[src/rtl/vector_cache_pkg.sv]
// rtl/vector_cache_pkg.sv - shared vector-cache types and constants for the write-response path
package vector_cache_pkg;

    localparam int WR_RESP_DIR_NUM  = 4;
    localparam int WR_RESP_DIR_ID_W = 3;
    localparam int WR_RESP_TAG_W    = 5;
    localparam int WR_RESP_SB_W     = 8;

    typedef struct packed {
        logic [WR_RESP_DIR_ID_W-1:0] direction_id;
        logic [WR_RESP_TAG_W-1:0]    tag;
    } wr_resp_txn_id_t;

    typedef struct packed {
        wr_resp_txn_id_t          txn_id;
        logic [WR_RESP_SB_W-1:0]  sideband;
    } wr_resp_pld_t;

    // Increment with wrap at n; used for round-robin pointer advance.
    function automatic int wr_resp_wrap_inc(input int v, input int n);
        return (v + 1 >= n) ? 0 : v + 1;
    endfunction

endpackage

[src/rtl/vec_cache_wr_resp_dir_fifo.sv]
// rtl/vec_cache_wr_resp_dir_fifo.sv - single-direction write-response FIFO with occupancy count
module vec_cache_wr_resp_dir_fifo
    import vector_cache_pkg::*;
#(
    parameter int DEPTH = 4,
    localparam int PTR_W = $clog2(DEPTH),
    localparam int CNT_W = $clog2(DEPTH + 1)
) (
    input  logic              clk,
    input  logic              rst,
    input  logic              push,
    input  wr_resp_pld_t      push_pld,
    output logic              can_push,
    input  logic              pop_rdy,
    output logic              out_vld,
    output wr_resp_pld_t      out_pld,
    output logic [CNT_W-1:0]  cnt
);

    wr_resp_pld_t [DEPTH-1:0] mem;
    logic [PTR_W-1:0]         wr_ptr;
    logic [PTR_W-1:0]         rd_ptr;
    logic                     pop;

    assign out_vld  = (cnt != '0);
    assign out_pld  = mem[rd_ptr];
    assign pop      = out_vld && pop_rdy;
    // A full FIFO still accepts a push when its head leaves in the same cycle.
    assign can_push = (cnt != CNT_W'(DEPTH)) || pop;

    // Storage, pointers and occupancy; storage clears so the output payload reads 0 after reset.
    always_ff @(posedge clk) begin
        if (rst) begin
            mem    <= '0;
            wr_ptr <= '0;
            rd_ptr <= '0;
            cnt    <= '0;
        end else begin
            if (push) begin
                mem[wr_ptr] <= push_pld;
                wr_ptr      <= wr_ptr + PTR_W'(1);
            end
            if (pop) begin
                rd_ptr <= rd_ptr + PTR_W'(1);
            end
            if (push && !pop) begin
                cnt <= cnt + CNT_W'(1);
            end else if (pop && !push) begin
                cnt <= cnt - CNT_W'(1);
            end
        end
    end

endmodule

[src/rtl/vec_cache_wr_resp_arbiter.sv]
// rtl/vec_cache_wr_resp_arbiter.sv - routes write responses from N_SRC sources to per-direction FIFOs
module vec_cache_wr_resp_arbiter
    import vector_cache_pkg::*;
#(
    parameter int N_SRC = 4,
    parameter int WIDTH = WR_RESP_DIR_NUM,
    parameter int DEPTH = 4,
    localparam int CNT_W = $clog2(DEPTH + 1)
) (
    input  logic                            clk,
    input  logic                            rst,
    input  logic [N_SRC-1:0]                v_src_vld,
    input  wr_resp_pld_t [N_SRC-1:0]        v_src_pld,
    output logic [N_SRC-1:0]                v_src_rdy,
    output logic [WIDTH-1:0]                v_wresp_vld,
    output wr_resp_pld_t [WIDTH-1:0]        v_wresp_pld,
    input  logic [WIDTH-1:0]                v_wresp_rdy,
    output logic [WIDTH-1:0][CNT_W-1:0]     v_fifo_cnt,
    output logic                            dir_err
);

    localparam int SRC_W = (N_SRC > 1) ? $clog2(N_SRC) : 1;

    logic [WIDTH-1:0][N_SRC-1:0] gnt_m;
    logic [N_SRC-1:0]            illegal;

    // Sources whose direction_id has no port are accepted and dropped.
    always_comb begin
        illegal = '0;
        for (int s = 0; s < N_SRC; s++) begin
            illegal[s] = v_src_vld[s] && (int'(v_src_pld[s].txn_id.direction_id) >= WIDTH);
        end
    end

    // Source ready: granted by its direction or dropped as illegal; held low during reset.
    always_comb begin
        v_src_rdy = '0;
        for (int s = 0; s < N_SRC; s++) begin
            logic r;
            r = illegal[s];
            for (int d = 0; d < WIDTH; d++) begin
                r = r | gnt_m[d][s];
            end
            v_src_rdy[s] = r && !rst;
        end
    end

    // One pulse per cycle regardless of how many sources were dropped.
    always_ff @(posedge clk) begin
        if (rst) begin
            dir_err <= 1'b0;
        end else begin
            dir_err <= |illegal;
        end
    end

    for (genvar d = 0; d < WIDTH; d++) begin : g_dir
        logic [N_SRC-1:0] req;
        logic [N_SRC-1:0] gnt;
        logic [SRC_W-1:0] rr_ptr;
        logic [SRC_W-1:0] rr_ptr_nxt;
        logic             can_push;
        logic             found;
        int               idx;
        wr_resp_pld_t     push_pld;

        // Sources currently requesting this direction.
        always_comb begin
            req = '0;
            for (int s = 0; s < N_SRC; s++) begin
                req[s] = v_src_vld[s] && (int'(v_src_pld[s].txn_id.direction_id) == d);
            end
        end

        // Round-robin: first requester at or after rr_ptr, only when the FIFO can take it.
        always_comb begin
            gnt        = '0;
            rr_ptr_nxt = rr_ptr;
            found      = 1'b0;
            idx        = 0;
            for (int i = 0; i < N_SRC; i++) begin
                idx = int'(rr_ptr) + i;
                if (idx >= N_SRC) begin
                    idx = idx - N_SRC;
                end
                if (!found && can_push && req[idx[SRC_W-1:0]]) begin
                    found                  = 1'b1;
                    gnt[idx[SRC_W-1:0]]    = 1'b1;
                    rr_ptr_nxt             = SRC_W'(wr_resp_wrap_inc(idx, N_SRC));
                end
            end
        end

        // Payload of the (one-hot) granted source.
        always_comb begin
            push_pld = '0;
            for (int s = 0; s < N_SRC; s++) begin
                if (gnt[s]) begin
                    push_pld = v_src_pld[s];
                end
            end
        end

        // Pointer moves past the winner; holds when nothing is granted.
        always_ff @(posedge clk) begin
            if (rst) begin
                rr_ptr <= '0;
            end else if (|gnt) begin
                rr_ptr <= rr_ptr_nxt;
            end
        end

        assign gnt_m[d] = gnt;

        vec_cache_wr_resp_dir_fifo #(
            .DEPTH (DEPTH)
        ) u_fifo (
            .clk      (clk),
            .rst      (rst),
            .push     (|gnt),
            .push_pld (push_pld),
            .can_push (can_push),
            .pop_rdy  (v_wresp_rdy[d]),
            .out_vld  (v_wresp_vld[d]),
            .out_pld  (v_wresp_pld[d]),
            .cnt      (v_fifo_cnt[d])
        );
    end

endmodule

[config.mk]
export PLATFORM = sky130hd
export DESIGN_NAME = vec_cache_wr_resp_arbiter
export DESIGN_NICKNAME = d
export VERILOG_FILES = /design/src/rtl/vector_cache_pkg.sv /design/src/rtl/vec_cache_wr_resp_dir_fifo.sv /design/src/rtl/vec_cache_wr_resp_arbiter.sv
export SDC_FILE = /design/constraint.sdc
export NUM_CORES = 1
export LEC_CHECK = 0
export BUFFER_PORTS_ARGS = -buffer_cell sky130_fd_sc_hd__buf_2
export CAP_MARGIN = 20
export CORE_ASPECT_RATIO = 2
export CORE_MARGIN = 2
export CORE_UTILIZATION = 64
export CTS_CLUSTER_DIAMETER = 200
export DETAILED_ROUTE_END_ITERATION = 7
export GPL_TIMING_DRIVEN = 0
export HOLD_SLACK_MARGIN = 0.02
export PLACE_DENSITY = 0.85
export SLEW_MARGIN = 5
export SYNTH_ARGS = -nofsm -noshare
export SYNTH_HDL_FRONTEND = slang
export SYNTH_SLANG_ARGS = --single-unit
[constraint.sdc]
create_clock -name clk -period 6.6 [get_ports clk]
set_input_delay 0.99 -clock clk [delete_from_list [all_inputs] [get_ports clk]]
set_output_delay 0.99 -clock clk [all_outputs]
set_load 0.1 [all_outputs]
==> results.yml <==
floorplan:
  std_cell_rows: 81
  io-pin-count: 159
  die_area_um2: 26000
  die_x_um: 115
  core_area_um2: 24300
  floorplan.initialDensity_pct: 65.0
  die_h_um: 226
place:
  dp_hpwl_um: 39100
  place_ws_ns: 0.894
  portBuffers: 157
  gp_congestion: 0.974
clocking:
  clk_pin_slew_worst_paths_ns: 0.07
  post_cts_buffers: 0
  cts_root_buf: "clkbuf_16"
  cts_buffers: 27
  clock-sinks: 293
  htreeDepth: 1
  cts_hold_buf: 0
  clockBufferDepth: 3
  cts_tree: "yes"
  clock_latency_ns: 0.59
  cts-resized-gates: 0
routing:
  totalWireLength_um: 52000
  via_per_inst: 7.16
  dr.pass1.iters: 6
  antenna_left: 0
  vias: 14500
  drc_errors: 0
  post_drt_wl_per_cell_um: 25.8
  drt-initial-drc-count: 1280
logic_synthesis:
  ys_ff_latch: 293
  synth_ff_type: "dfxtp_1"
  ys_types: 78
  async_flop_share_pct: 0
  synth_area_per_cell_um2: 10.4
  synth_fp_nets: 1641
  synth_most_common_cell: "dfxtp_1"
  post-synth-top-area-cell: "dfxtp_1"
  yosys_warnings: 0
  ys_top_cells_by_count: "dfxtp_1, nor2_1, a211oi_1, mux4_2, clkbuf_1"
  ys_seq_area_share_pct: 37.1
  ys_top_cells_by_area: "dfxtp_1, mux4_2, a211oi_1"
  syn-cell-area_um2: 15800
  synth_cells: 1520
  yosysTopAreaCellShare_pct: 37.1
  synth_edf_count: 0
critical_path:
  reg2reg_slack_ns: 1.38
  arrival_ns: 5.18
  cp_max_fo: 10
  r2r_cells: 18
  crit_family: "buffers and inverters"
  slowest_stage: "o31ai_1"
  crit_buf_inv: 5
  critPathKind: "flop to output pin"
  cpPeakStageDelay_ns: 0.92
  path_depth: 13
  reg2reg_from: "g_dir[2].rr_ptr[0]"
  crit_path_start_kind: "flop"
  critPathLaunch: "g_dir[2].rr_ptr[0]"
  crit_required_ns: 5.61
  crit_chain: "clkbuf_1, inv_1, ha_1, nor2b_1, a22o_1, nor2_1, o31ai_1, or2_1, clkbuf_1, clkbuf_1, a2111oi_0, a21oi_1, buf_2"
  critPathCapture: "v_src_rdy[1]"
  critPathCaptureType: "output pin"
  rr_endpoint: "g_dir[2].u_fifo.cnt[2]"
  crit_top_cell: "clkbuf_1"
grt:
  grt_pass1_wl_um: 79700
  grt_max_degree: 18
  grt_pass1_vias: 15000
  overflow: 0
  grt_util_all_layers_pct: 39.5
  antenna_found_initial: 3
timing:
  drv_slew: 0
  layout_min_cycle_time_ns: 6.17
  fmax_ghz: 0.162
  setup_viol: 0
  skew_ns: 0.0150
  rsz0062_at_grt: "false"
  worst_slack_ns: 0.428
  min_period_over_period_pct: 93.5
  finalSetupTns_ns: 0
  tightest_slew_ns: 1.21
  hold_violations: 0
  fin_hold_ws_ns: 0.466
  relSlewSlack_pct: 19.6
pwr:
  total_power_mw: 9.01
  power.density_nw_per_um2: 504
  p_leak_nw: 6.55
  ir_worst_vdd_mv: 0.481
outcome:
  status: "finished, final reports clean"
cells_and_area:
  utilization_pct: 73.5
  drive_above_1_share_pct: 24.3
  register_area_um2: 5870
  area_growth_pct: 13.2
  final_nets: 1827
  multi_input_comb_area_um2: 9060
  fillers: 1760
job:
  cap_violations: 0
worst_hold_path:
  hold_path_class: "flop to flop"
==> stage by stage <==
stage | std cells | area [µm²]
2_1_floorplan | 1520 | 15800
3_3_place_gp | 1967 | 17000
3_5_place_dp | 1967 | 17000
4_1_cts | 2015 | 17900
5_1_grt | 2015 | 17900
6_report | 2018 | 17900
==> final cells by class <==
class                      count  area share [%]
multi-input combinational   1037            50.7
sequential                   293            32.8
timing repair buffer         157            4.39
clock buffer                  32            3.94
buffer                       137            3.79
tap                          290            2.03
clock inverter                16            1.23
inverter                      53            1.11
antenna                        3          0.0420
==> kinds of logic after synthesis <==
logic type,Yosys count,synth area share [%]
flip-flops,293,37.1
XOR/XNOR,23,1.27
AND/OR/NAND/NOR,337,11.4
multiplexers,107,13.3
adder cells (fa/ha/maj),47,3.91
buffers and inverters,190,5.55
AO/OA/AOI/OAI,523,27.4
==> flip-flops by register name (all words and copies together) (netlist names) <==
register / flops
dir_err: 1
g_dir.rr_ptr: 8
g_dir.u_fifo.cnt: 12
g_dir.u_fifo.mem: 256
g_dir.u_fifo.rd_ptr: 8
g_dir.u_fifo.wr_ptr: 8
==> metal layers <==
| layer | global-route usage, % | up-vias | share of wire, % |
|---|---|---|---|
| met1 | 39.3 | 7001 | 32 |
| met4 | 31.6 | 4 | 8.3 |
| li1 | - | 6350 | - |
| met5 | 0 | - | 0.052 |
| met3 | 7.08 | 286 | 6.8 |
| met2 | 70.2 | 815 | 52 |
==> power by group <==
| part | total, mW | internal, mW | switching (mW) |
|---|---|---|---|
| sequential | 2.30 | 2.08 | 0.222 |
| combinational | 5.04 | 1.49 | 3.55 |
| clock | 1.66 | 0.930 | 0.734 |
| total | 9.01 | 4.50 | 4.51 |
==> cells in the final DEF (no fill, tap or decap), types with 17 or more instances in the layout <==
cell type / instances
o221a_2: 17
a22oi_1: 21
o21a_1: 17
clkbuf_16: 27
a211oi_1: 139
o221ai_1: 17
o2bb2ai_1: 65
nand2_1: 36
o21ai_0: 30
a21oi_1: 21
clkbuf_1: 78
a22o_1: 68
ha_1: 43
inv_1: 52
mux4_2: 81
a221o_1: 35
buf_2: 198
dfxtp_1: 293
nor2_1: 177
nor2b_1: 19
==> worst reg2reg max path, stage by stage (launching register included) <==
cell and delay [ns]:
dfxtp_1 0.37, clkbuf_1 0.37, inv_1 0.27, ha_1 0.44, nor2b_1 0.17, a22o_1 0.26
or2_1 0.23, clkbuf_1 0.18, a221o_1 0.33, a31oi_1 0.45, buf_2 0.33, buf_2 0.32
nand4_2 0.29, ha_1 0.36, inv_1 0.08, fa_1 0.17, xor2_1 0.08, or3_1 0.31
a21oi_1 0.14
==> how the worst min path moves through the flow <==
stage / from / to / slack (ns) / depth (start not counted)
global placement: g_dir[1].u_fifo.mem[4] / g_dir[1].u_fifo.mem[4] / 0.44 / 1
floorplan: g_dir[1].u_fifo.mem[32] / g_dir[1].u_fifo.mem[32] / 0.43 / 1
detailed placement: g_dir[1].u_fifo.mem[48] / g_dir[1].u_fifo.mem[48] / 0.44 / 1
CTS: g_dir[1].u_fifo.mem[40] / g_dir[1].u_fifo.mem[40] / 0.47 / 1
finish: g_dir[1].u_fifo.mem[30] / g_dir[1].u_fifo.mem[30] / 0.47 / 1
global route: g_dir[1].u_fifo.mem[29] / g_dir[1].u_fifo.mem[29] / 0.47 / 1
Power figures use the tool's default switching activity.
